### src/rtl/count_sequence_monitor_if.sv
// count_sequence_monitor_if
// Groups the monitored count bus and the monitor's status readout.
//   count_in    : count value driven by the counter stage toward the pads
//   count_valid : sample qualifier for count_in
//   clear       : synchronous re-arm of the monitor statistics
//   locked      : monitor currently in the LOCKED state
//   err_flag    : sticky sequence-break indicator
//   err_count   : saturating count of breaks seen while locked
//   wrap_count  : saturating count of max->0 wraps seen while locked
//   state       : encoded FSM state (0 IDLE, 1 SEARCH, 2 LOCKED, 3 ERROR)
// The master modport is the counter/software side, the slave modport is
// the monitor itself.
interface count_sequence_monitor_if #(
  parameter int BITS      = 2,
  parameter int ERR_WIDTH = 8
);
  logic [BITS-1:0]      count_in;
  logic                 count_valid;
  logic                 clear;
  logic                 locked;
  logic                 err_flag;
  logic [ERR_WIDTH-1:0] err_count;
  logic [ERR_WIDTH-1:0] wrap_count;
  logic [1:0]           state;

  modport master (
    output count_in,
    output count_valid,
    output clear,
    input  locked,
    input  err_flag,
    input  err_count,
    input  wrap_count,
    input  state
  );

  modport slave (
    input  count_in,
    input  count_valid,
    input  clear,
    output locked,
    output err_flag,
    output err_count,
    output wrap_count,
    output state
  );
endinterface

### src/rtl/count_sequence_monitor.sv
// count_sequence_monitor
// Checks that the pad counter's output advances by exactly +1 (mod 2^BITS)
// on every valid sample. Locks after LOCK_THRESH consecutive good
// increments, then flags and counts sequence breaks and counts wraps.
// Ports:
//   clk   : sole clock, rising-edge
//   reset : asynchronous, active-high reset
//   mon   : slave side of count_sequence_monitor_if (count bus in,
//           status out)
// The interface instance must use the same BITS / ERR_WIDTH values as
// this module.
module count_sequence_monitor #(
  parameter int BITS        = 2,
  parameter int LOCK_THRESH = 4,
  parameter int ERR_WIDTH   = 8
) (
  input  logic                     clk,
  input  logic                     reset,
  count_sequence_monitor_if.slave  mon
);

  typedef enum logic [1:0] {
    IDLE   = 2'd0,
    SEARCH = 2'd1,
    LOCKED = 2'd2,
    ERROR  = 2'd3
  } state_t;

  // run only ever needs to reach LOCK_THRESH (the value that triggers lock)
  localparam int RUN_W = $clog2(LOCK_THRESH + 1);

  state_t               state_q, state_d;
  logic [BITS-1:0]      prev_q, prev_d;
  logic [RUN_W-1:0]     run_q, run_d;
  logic [ERR_WIDTH-1:0] err_q, err_d;
  logic [ERR_WIDTH-1:0] wrap_q, wrap_d;
  logic                 flag_q, flag_d;

  logic                 sample;
  logic                 match;
  logic [BITS-1:0]      expected;
  logic [RUN_W-1:0]     run_inc;

  // clear wins over a simultaneous valid sample, which is then discarded
  assign sample   = mon.count_valid & ~mon.clear;
  // truncation makes all-ones -> 0 a legal increment
  assign expected = prev_q + BITS'(1);
  assign match    = (mon.count_in == expected);
  assign run_inc  = run_q + RUN_W'(1);

  // Next-state and statistics logic. Everything holds by default; ERROR is
  // the only state that moves without a sample. ERROR shares the SEARCH
  // evaluation so a sample on the edge leaving ERROR is not lost.
  always_comb begin
    state_d = state_q;
    prev_d  = prev_q;
    run_d   = run_q;
    err_d   = err_q;
    wrap_d  = wrap_q;
    flag_d  = flag_q;

    if (sample) begin
      prev_d = mon.count_in;
    end

    if (mon.clear) begin
      state_d = IDLE;
      run_d   = '0;
      err_d   = '0;
      wrap_d  = '0;
      flag_d  = 1'b0;
    end else begin
      case (state_q)
        IDLE: begin
          if (sample) begin
            state_d = SEARCH;
            run_d   = '0;
          end
        end
        SEARCH, ERROR: begin
          state_d = SEARCH;
          if (sample) begin
            if (match) begin
              if (run_inc == RUN_W'(LOCK_THRESH)) begin
                state_d = LOCKED;
                run_d   = '0;
              end else begin
                run_d = run_inc;
              end
            end else begin
              run_d = '0;
            end
          end else if (state_q == ERROR) begin
            run_d = '0;
          end
        end
        LOCKED: begin
          if (sample) begin
            if (match) begin
              if ((prev_q == '1) && (wrap_q != '1)) begin
                wrap_d = wrap_q + ERR_WIDTH'(1);
              end
            end else begin
              state_d = ERROR;
              flag_d  = 1'b1;
              if (err_q != '1) begin
                err_d = err_q + ERR_WIDTH'(1);
              end
            end
          end
        end
        default: begin
          state_d = IDLE;
        end
      endcase
    end
  end

  // State and statistics registers; reset acts immediately on assertion.
  always_ff @(posedge clk or posedge reset) begin
    if (reset) begin
      state_q <= IDLE;
      prev_q  <= '0;
      run_q   <= '0;
      err_q   <= '0;
      wrap_q  <= '0;
      flag_q  <= 1'b0;
    end else begin
      state_q <= state_d;
      prev_q  <= prev_d;
      run_q   <= run_d;
      err_q   <= err_d;
      wrap_q  <= wrap_d;
      flag_q  <= flag_d;
    end
  end

  // Status readout is decoded straight from registered state.
  assign mon.locked     = (state_q == LOCKED);
  assign mon.err_flag   = flag_q;
  assign mon.err_count  = err_q;
  assign mon.wrap_count = wrap_q;
  assign mon.state      = state_q;

endmodule

### src/flat_wrapper.sv
// flat-port wrapper written by rule: the top's interface ports become plain ports
module count_sequence_monitor_flat 
#(
  parameter int BITS        = 2,
  parameter int LOCK_THRESH = 4,
  parameter int ERR_WIDTH   = 8
)
  (clk, reset, mon_count_in, mon_count_valid, mon_clear, mon_locked, mon_err_flag, mon_err_count, mon_wrap_count, mon_state);
  count_sequence_monitor_if #(.BITS(BITS), .ERR_WIDTH(ERR_WIDTH)) mon_i ();
  input  logic clk;
  input  logic reset;
  input wire logic [$bits(mon_i.count_in)-1:0] mon_count_in;
  input wire logic [$bits(mon_i.count_valid)-1:0] mon_count_valid;
  input wire logic [$bits(mon_i.clear)-1:0] mon_clear;
  output wire logic [$bits(mon_i.locked)-1:0] mon_locked;
  output wire logic [$bits(mon_i.err_flag)-1:0] mon_err_flag;
  output wire logic [$bits(mon_i.err_count)-1:0] mon_err_count;
  output wire logic [$bits(mon_i.wrap_count)-1:0] mon_wrap_count;
  output wire logic [$bits(mon_i.state)-1:0] mon_state;
  assign mon_i.count_in = mon_count_in;
  assign mon_i.count_valid = mon_count_valid;
  assign mon_i.clear = mon_clear;
  assign mon_locked = mon_i.locked;
  assign mon_err_flag = mon_i.err_flag;
  assign mon_err_count = mon_i.err_count;
  assign mon_wrap_count = mon_i.wrap_count;
  assign mon_state = mon_i.state;
  count_sequence_monitor #(.BITS(BITS), .LOCK_THRESH(LOCK_THRESH), .ERR_WIDTH(ERR_WIDTH)) u_core (.clk(clk), .reset(reset), .mon(mon_i));
endmodule
### config.mk
export PLATFORM = sky130hd
export DESIGN_NAME = count_sequence_monitor_flat
export DESIGN_NICKNAME = d
export VERILOG_FILES = /design/src/rtl/count_sequence_monitor_if.sv /design/src/rtl/count_sequence_monitor.sv /design/src/flat_wrapper.sv
export SDC_FILE = /design/constraint.sdc
export NUM_CORES = 1
export LEC_CHECK = 0
export CAP_MARGIN = 20
export CORE_MARGIN = 2
export CORE_UTILIZATION = 30
export DETAILED_ROUTE_END_ITERATION = 8
export HOLD_SLACK_MARGIN = 0.03
export PLACE_DENSITY_LB_ADDON = 0.08
export SETUP_SLACK_MARGIN = 0.02
export SLEW_MARGIN = 25
export SYNTH_ARGS = -nofsm -noshare
export SYNTH_HDL_FRONTEND = slang
export SYNTH_SLANG_ARGS = --single-unit
### constraint.sdc
create_clock -name clk -period 2.1 [get_ports clk]
set_clock_uncertainty 0.05 [all_clocks]
set_input_delay 0.21 -clock clk [delete_from_list [all_inputs] [get_ports clk]]
set_output_delay 0.21 -clock clk [all_outputs]
set_load 0.01 [all_outputs]
Word-level counts from Yosys, hierarchy flattened
Cells that the tools add are included.
- register bits: 24
- word-level logic and storage cells: 68
- add/sub/neg operators: 4
- eq/ne operators: 13
- multiplexer cells: 29
- bitwise gates (word level): 2
- reductions and logical operators: 14
- operators with widths (cell ; number):
    8-bit 2-to-1 mux ; 10
    3-bit 2-to-1 mux ; 6
    8-bit by 1-bit adder with 8-bit output, second input constant ; 2
    8-bit != test, second input constant ; 2
    2-bit 2-to-1 mux ; 7
    2-bit nonzero test ; 5
    3-bit AND reduction ; 3
    4-bit AND reduction ; 2
    2-bit == test, second input constant ; 3
    3-bit by 2-bit != test with 1-bit output, second input constant ; 2
    2-bit case mux with 3 select lines ; 1
    3-bit case mux with 2 select lines ; 1
    1-bit 2-to-1 mux ; 4
    4-bit by 2-bit != test with 1-bit output, second input constant ; 1
    3-bit by 1-bit adder with 3-bit output, second input constant ; 1
    3-bit == test, second input constant ; 1
    3-bit != test, second input constant ; 1
    3-bit nonzero test ; 1
    2-bit by 1-bit adder with 2-bit output, second input constant ; 1
    2-bit by 1-bit == test with 1-bit output, second input constant ; 1
    2-bit == test ; 1
    2-bit zero test ; 1
    2-bit != test, second input constant ; 1
    2-bit OR reduction ; 1
    3 further kinds ; 3

Depth between registers and ports, before layout
Gate-level depths: netlist of the first run.
- depth after elaboration: 7
- gate-level depth with buffers: 6
- gate-level depth less buffers: 5

Worst setup path before layout of the first run
No wires, ideal clock.
- path kind: register -> register
- start: reg u_core.prev_q[0]
- end: reg u_core.wrap_q[6] (netlist: u_core.mon.wrap_count[6])
- library setup time: 0.134 ns
- arrival: 1.744 ns
- setup slack: 0.172 ns
- cell stages (with the launch flop): 7
- period minus slack after synthesis: 1.928 ns
- cell sequence: dfrtp_1 ha_1 xnor2_2 nand4_2 buf_2 o41ai_1 a21oi_1
- word-level cells in the longest chain between the ends: 4
- elaborated cells between the ends (all ways): 7
- ends and longest elaborated chain (what ; line ; source):
    start, declared ; count_sequence_monitor.sv:33 ; logic [BITS-1:0] prev_q, prev_d;
    start signal, assigned ; count_sequence_monitor.sv:130 ; prev_q <= prev_d;
    2-bit by 1-bit adder with 2-bit output / 2-bit == test (equally long branches) ; count_sequence_monitor.sv:47, count_sequence_monitor.sv:100 ;
    2-bit == test / 1-bit logical AND (equally long branches) ; count_sequence_monitor.sv:48, count_sequence_monitor.sv:100 ;
    2-bit nonzero test (no source line) ; - ;
    4-bit AND reduction (no source line) (*) ; - ;
    end signal, assigned ; count_sequence_monitor.sv:133 ; wrap_q <= wrap_d;
    end, declared ; count_sequence_monitor.sv:36 ; logic [ERR_WIDTH-1:0] wrap_q, wrap_d;
Every way passes the cells marked *; elsewhere a longest branch is shown, timed or not.
A chain may end at the register's enable or synchronous reset.

Worst setup path in the final report of the first run
- start: reg u_core.prev_q[0]
- end: reg u_core.err_q[5] (netlist: u_core.mon.err_count[5])
- word-level cells in the longest chain between the ends: 4
- ends and longest elaborated chain (what ; line ; source):
    2-bit by 1-bit adder with 2-bit output ; count_sequence_monitor.sv:47 ; assign expected = prev_q + BITS'(1);
    2-bit == test ; count_sequence_monitor.sv:48 ; assign match = (mon.count_in == expected);
    2-bit != test (no source line) ; - ;
    4-bit AND reduction (no source line) ; - ;
    end signal, assigned ; count_sequence_monitor.sv:132 ; err_q <= err_d;
    end, declared ; count_sequence_monitor.sv:35 ; logic [ERR_WIDTH-1:0] err_q, err_d;
No other way between the ends.

==> qor.yml, run 1 <==
global_route:
  overflow: 0
  grt_max_degree: 25
  grt_pass1_wl_um: 5430
  grt_util_all_layers_pct: 13.4
  grt_pass1_vias: 1182
  antenna_found_initial: 0
clocking:
  root_buffer: "clkbuf_8"
  cts_buffers: 3
  cts_tree: "built"
  htreeDepth: 1
  clock_latency_ns: 0.27
  cts_setup_buffers: 0
  ctsHoldBuffers: 0
  clock_tree.buffer_depth: 2
  path_clk_slew_ns: 0.09
  cts.repair.resized: 0
  cts_num_sinks: 24
timing:
  fmax_mhz: 499
  max_slew_margin_pct: 70.8
  period_share_pct: 95.3
  post-route-min-period_ns: 2.00
  drv_slew: 0
  grt_setup_unrepaired: "no"
  finalSetupViolations: 0
  tightest_slew_ns: 0.437
  finalHoldViolations: 0
  tns_ns: 0
critical_path:
  critPathLaunchType: "flip-flop"
  critPathMaxStageDelay_ns: 0.53
  arrival_ns: 2.16
  crit_chain: "ha_4 > xnor2_2 > buf_4 > a21o_4 > or4_1 > a21oi_2"
  cp-end-kind: "flip-flop"
  critPathMaxFanout: 10
  slowest_stage: "or4_1"
  critPathRequiredTime_ns: 2.26
  r2r_slack_ns: 0.1
  r2r_cells: 6
  critPathKind: "reg -> reg"
floorplan:
  fp.dieW_um: 71.2
  die_h_um: 71.2
  start_util_pct: 31.1
  die_area_um2: 5070
  fp.coreArea_um2: 4350
  rows: 24
  io_pins: 26
pwr:
  power.density_nw_per_um2: 551
  total_power_mw: 1.01
  leakagePower_nw: 0.722
  ir_worst_vdd_v: 0.000549
logic_synthesis:
  seq_area_frac_synth_pct: 44.4
  synth.distinct_cells: 39
  syn_avg_cell_area_um2: 9.88
  yosysWarnings: 0
  synth_edf_count: 0
  ys_seq_elements: 24
  syn_area_um2: 1350
  synth_nets: 148
  async_flop_share_pct: 100
  syn_inst: 137
  ys.flop_type: "dfrtp_1"
finish:
  area_growth_syn_to_layout_pct: 35.4
  diodes: 0
  drive_gt1_share_pct: 12.7
  nNetsFinal: 185
routing:
  wire_per_inst_um: 14.0
  ant_nets: 0
  vias_per_cell: 5.32
  vias: 1196
  routed_wirelength_um: 3160
  firstDrtPassIters: 4
  first_iter_violations: 78
  drc: 0
run:
  max_cap_viol_count: 0
place:
  place_hpwl_um: 2300
  numPortBuffers: 25
  place_congestion: 0.775
hold_path:
  timing.hold.worst.class: "in -> async"
run_status:
  status: "completed"
-- routing by layer --
| metal | part of all wire [%] | track usage (%) | wire length (um) | vias up |
|---|---|---|---|---|
| li1 | - | - | - | 589 |
| met1 | 47 | 18.4 | 1490 | 580 |
| met2 | 47 | 20.9 | 1490 | 23 |
| met3 | 4.5 | 4.13 | 143 | 4 |
| met4 | 1.1 | 3.14 | 34 | 0 |
| met5 | 0 | 0 | 0 | - |
-- where the power goes --
part           internal, mW  switching (mW)
sequential            0.470         0.00873
clock                 0.255           0.155
combinational        0.0617          0.0597
total                 0.786           0.224
-- registers in the layout, indices dropped and copies added (netlist names) --
| name | cells |
|---|---|
| u_core.mon.err_count | 8 |
| u_core.mon.err_flag | 1 |
| u_core.mon.state | 2 |
| u_core.mon.wrap_count | 8 |
| u_core.prev_q | 2 |
| u_core.run_q | 3 |
-- worst paths after layout --
| kind | start | end |
|---|---|---|
| worst min-delay path | reset | u_core.mon.err_count[1]$_DFFE_PP0P_ |
| worst min register to register | u_core.mon.err_flag$_DFFE_PP0P_ | u_core.mon.err_flag$_DFFE_PP0P_ |
| max in group asynchronous | reset | u_core.mon.wrap_count[2]$_DFFE_PP0P_ |
| worst max-delay path | u_core.prev_q[0]$_DFFE_PP0P_ | u_core.mon.err_count[5]$_DFFE_PP0P_ |
| worst max register to register | u_core.prev_q[0]$_DFFE_PP0P_ | u_core.mon.err_count[5]$_DFFE_PP0P_ |
| min in group clk | u_core.mon.err_flag$_DFFE_PP0P_ | u_core.mon.err_flag$_DFFE_PP0P_ |
-- layout by cell type (no fill, tap or decap), types with 2 or more instances in the layout --
master and n:
o21ai_1 3, ha_1 4, a21oi_1 15, clkbuf_8 3, o21ai_0 2, mux2_1 2
o31ai_1 8, nand2_1 4, dfrtp_1 24, o21ba_1 2, o21bai_1 2, inv_1 4
or4_1 7, clkdlybuf4s50_1 25, nor3_1 4, a22o_1 2, or3_1 5, nor2_1 7
nand2b_1 4, nand3_1 11, buf_4 11, nand4_1 2
-- layout make-up --
cell class | count | area (um^2)
Fill cell | 412 | 2520
Multi-Input combinational cell | 105 | 748
Sequential cell | 24 | 601
Timing Repair Buffer | 36 | 333
Tap cell | 52 | 65.1
Clock buffer | 3 | 41.3
Clock inverter | 1 | 30.0
Inverter | 4 | 15.0
-- per-stage QoR --
stage | instance area [um^2] | hold slack (ns) | util, % | worst slack [ns] | instances
3_5_place_dp | 1730 | 0.432 | 39.7 | 0.0219 | 221
6_report | 1830 | 0.224 | 42.1 | 0.0977 | 225
2_1_floorplan | 1350 | 0.175 | - | 0.172 | 137
4_1_cts | 1800 | 0.233 | 41.4 | 0.0236 | 225
3_3_place_gp | 1730 | 0.432 | 39.7 | 0.0745 | 221
5_1_grt | 1830 | 0.252 | 42.1 | 0.0381 | 225
-- worst max-delay path, delay by kind of cell (launching register included) --
family	cells	cell delay, ns
fa+ha+maj	1	0.26
flops	1	0.42
compound gates	2	0.38
simple gates	1	0.53
xor+xnor	1	0.15
buf+inv	1	0.16
-- cells by family after synthesis --
group	share of synthesized area, %
AND/OR/NAND/NOR	23.7
AO/OA/AOI/OAI	19.1
flip-flops	44.4
buffers and inverters	2.77
adder cells (fa/ha/maj)	4.62
XOR/XNOR	3.05
multiplexers	2.40
-- Yosys cell counts (3+ instances only) --
master / n / share of area [%]
a21oi_1: 16 / 5.9
buf_2: 3 / 1.1
dfrtp_1: 24 / 44
ha_1: 5 / 4.6
inv_1: 4 / 1.1
nand2_1: 4 / 1.1
nand2b_1: 4 / 1.8
nand3_1: 11 / 4.1
nor2_1: 7 / 1.9
nor3_1: 4 / 1.5
o21ai_1: 3 / 1.1
o31ai_1: 8 / 4.4
or3_1: 5 / 2.3
or4_1: 7 / 3.9
Power figures use the tool's default switching activity.
==> run 2: changes to the inputs <==
CAP_MARGIN = 5   (was 20)
==> results of run 2 <==
No change in the layout: final DEF, timing and power equal those of run 1.
==> run 3: changes to the inputs <==
GPL_TIMING_DRIVEN = 0   (was not set)
==> run 3 against run 2 <==
Net effect:
- via count up 0.42%
- combinational power is essentially flat
- flip-flop and latch count unchanged
- setup slack better by 0.059 ns
- utilization decreased by 0.86 points
==> qor.yml, run 3 (same netlist as run 1, synthesis figures left out) <==
critical_path:
  critPathRequiredTime_ns: 2.25  # about the same
  critPathLaunch: "u_core.prev_q[0]$_DFFE_PP0P_"
  critPathLaunchType: "flip-flop"
  r2r_start: "u_core.prev_q[0]$_DFFE_PP0P_"
  cp-end-kind: "flip-flop"
  timing.rr.end: "u_core.mon.wrap_count[1]$_DFFE_PP0P_"
  arrival_ns: 2.09  # -0.07 ns
  critPathKind: "reg -> reg"
  critPathMaxFanout: 10  # unchanged
  r2r_slack_ns: 0.16  # +0.06 ns
  timing.critical_path.to: "u_core.mon.wrap_count[1]$_DFFE_PP0P_"
  r2r_cells: 6  # unchanged
timing:
  fmax_mhz: 515  # +3.1%
  finalHoldViolations: 0  # unchanged
  post-route-min-period_ns: 1.94  # -0.0593 ns
  drv_slew: 0  # unchanged
  period_share_pct: 92.5  # -2.8 points
  tightest_slew_ns: 0.548  # +0.111 ns
  finalSetupViolations: 0  # unchanged
  max_slew_margin_pct: 63.3  # -7.5 points
  grt_setup_unrepaired: "no"
global_route:
  grt_pass1_wl_um: 5690  # +4.8%
  overflow: 0  # unchanged
  antenna_found_initial: 0  # unchanged
  grt_max_degree: 25  # unchanged
  grt_util_all_layers_pct: 14.1  # +0.61 points
  grt_pass1_vias: 1216  # +2.9%
finish:
  diodes: 0  # unchanged
  final_common_cell: "clkdlybuf4s50_1"
  nNetsFinal: 179  # -3.2%
  drive_gt1_share_pct: 10.2  # -2.5 points
  layout_common_cells: "clkdlybuf4s50_1, dfrtp_1, a21oi_1, nand3_1, o31ai_1"
  design_area_um2: 1800  # -2.0%
  area_growth_syn_to_layout_pct: 32.6
  nFillCells: 421  # +2.2%
run:
  max_cap_viol_count: 0  # unchanged
routing:
  vias: 1201  # +0.42%
  routed_wirelength_um: 3250  # +3.0%
  drc: 0  # unchanged
  topRoutingLayerUsed: "met4"
  wl_met1_um: 1540  # +3.1%
  wl_met2_um: 1560  # +4.5%
  first_iter_violations: 40  # -49%
  firstDrtPassIters: 4  # unchanged
  wl_met3_um: 123  # -14%
  wire_per_inst_um: 14.9  # +5.8%
  vias_per_cell: 5.48  # +3.2%
  ant_nets: 0  # unchanged
hold_path:
  timing.hold.worst.class: "in -> async"
floorplan:
  start_util_pct: 31.1  # unchanged
  die_h_um: 71.2  # unchanged
  fp.dieW_um: 71.2  # unchanged
  io_pins: 26  # unchanged
  fp.coreArea_um2: 4350  # unchanged
  rows: 24  # unchanged
  die_area_um2: 5070  # unchanged
clocking:
  root_buffer: "clkbuf_8"
  clock_tree.buffer_depth: 2  # unchanged
  htreeDepth: 1  # unchanged
  cts_tree: "built"
  cts_num_sinks: 24  # unchanged
  cts_buffers: 3  # unchanged
  path_clk_slew_ns: 0.10  # about the same
  clock_latency_ns: 0.28  # about the same
pwr:
  clkPwrFrac_pct: 41.4  # +0.8 points
  p_sw_mw: 0.239  # +7.1%
  power.density_nw_per_um2: 570  # +3.4%
  leakagePower_nw: 0.689  # -4.5%
  intPower_mw: 0.784  # -0.30%
  p_comb_share_pct: 11.6  # -0.4 points
  swShare_pct: 23.4  # +1.3 points
  sequentialPowerShare_pct: 46.9  # -0.5 points
  ir_worst_vdd_v: 0.000432  # -21%
  total_power_mw: 1.02  # +1.3%
place:
  place_congestion: 0.779  # +0.58%
  place_area_um2: 1670  # -3.5%
  place_hpwl_um: 2280  # -1.1%
  numPortBuffers: 25  # unchanged
run_status:
  status: "completed"
-- run 3: worst min path at each step --
| stage | startpoint | endpoint | slack, ns | depth (start not counted) |
|---|---|---|---|---|
| floorplan | reset | u_core.mon.err_count[0]$_DFFE_PP0P_ | 0.17 | 1 |
| detailed placement | u_core.prev_q[1]$_DFFE_PP0P_ | u_core.prev_q[1]$_DFFE_PP0P_ | 0.46 | 1 |
| CTS | reset | u_core.mon.wrap_count[7]$_DFFE_PP0P_ | 0.45 | 2 |
| global placement | u_core.prev_q[1]$_DFFE_PP0P_ | u_core.prev_q[1]$_DFFE_PP0P_ | 0.43 | 1 |
| global route | reset | u_core.mon.wrap_count[7]$_DFFE_PP0P_ | 0.30 | 2 |
| finish | reset | u_core.mon.err_flag$_DFFE_PP0P_ | 0.23 | 2 |
-- run 3: power by group through the flow --
stage	Clock, mW	Sequential [mW]	Combinational (mW)
after floorplan	0	0.486	0.0578
after global placement	0	0.486	0.0862
after CTS	0.440	0.478	0.113
final	0.424	0.480	0.119
after detailed placement	0	0.487	0.0875
after global routing	0.454	0.483	0.131
-- run 3: per-layer routing --
layer	vias up	global-route usage, %
met5	-	0
met4	0	3.56
met3	4	3.70
met2	27	23.3
met1	590	18.3
li1	580	-
-- run 3: area by class of cell --
cell class / instances / area (um^2) / area share, %
plain buffers: 4 / 25.0 / 1.39
clock buffers: 3 / 41.3 / 2.30
clock inverters: 1 / 30.0 / 1.67
inverters: 4 / 15.0 / 0.836
multi-input cells: 105 / 761 / 42.4
flip-flops and latches: 24 / 601 / 33.4
well taps: 52 / 65.1 / 3.62
repair buffers: 26 / 258 / 14.4
-- run 3: critical path, stage by stage (launching register included) --
cell,delay (ns)
dfrtp_1,0.46
ha_4,0.29
xnor2_4,0.19
nand4_4,0.17
clkbuf_4,0.23
or3b_1,0.35
a21oi_1,0.14
-- run 3: what timing repair did --
item	4_1_cts	5_1_grt
hold buffers	0	0
buffers inserted	1	0
setup endpoints to repair	6	12
resized for setup	2	4
pin swaps	1	0
-- run 3: through the flow --
| stage | utilization [%] | TNS (ns) | setup WS [ns] | hold slack (ns) | instances |
|---|---|---|---|---|---|
| floorplan | - | 0 | 0.172 | 0.175 | 137 |
| global placement | 38.3 | -0.0702 | -0.0422 | 0.426 | 214 |
| detailed placement | 38.3 | -0.245 | -0.0903 | 0.455 | 214 |
| CTS | 40.6 | 0 | 0.0573 | 0.448 | 219 |
| global route | 41.2 | 0 | 0.0301 | 0.302 | 219 |
| finish | 41.2 | 0 | 0.157 | 0.233 | 219 |
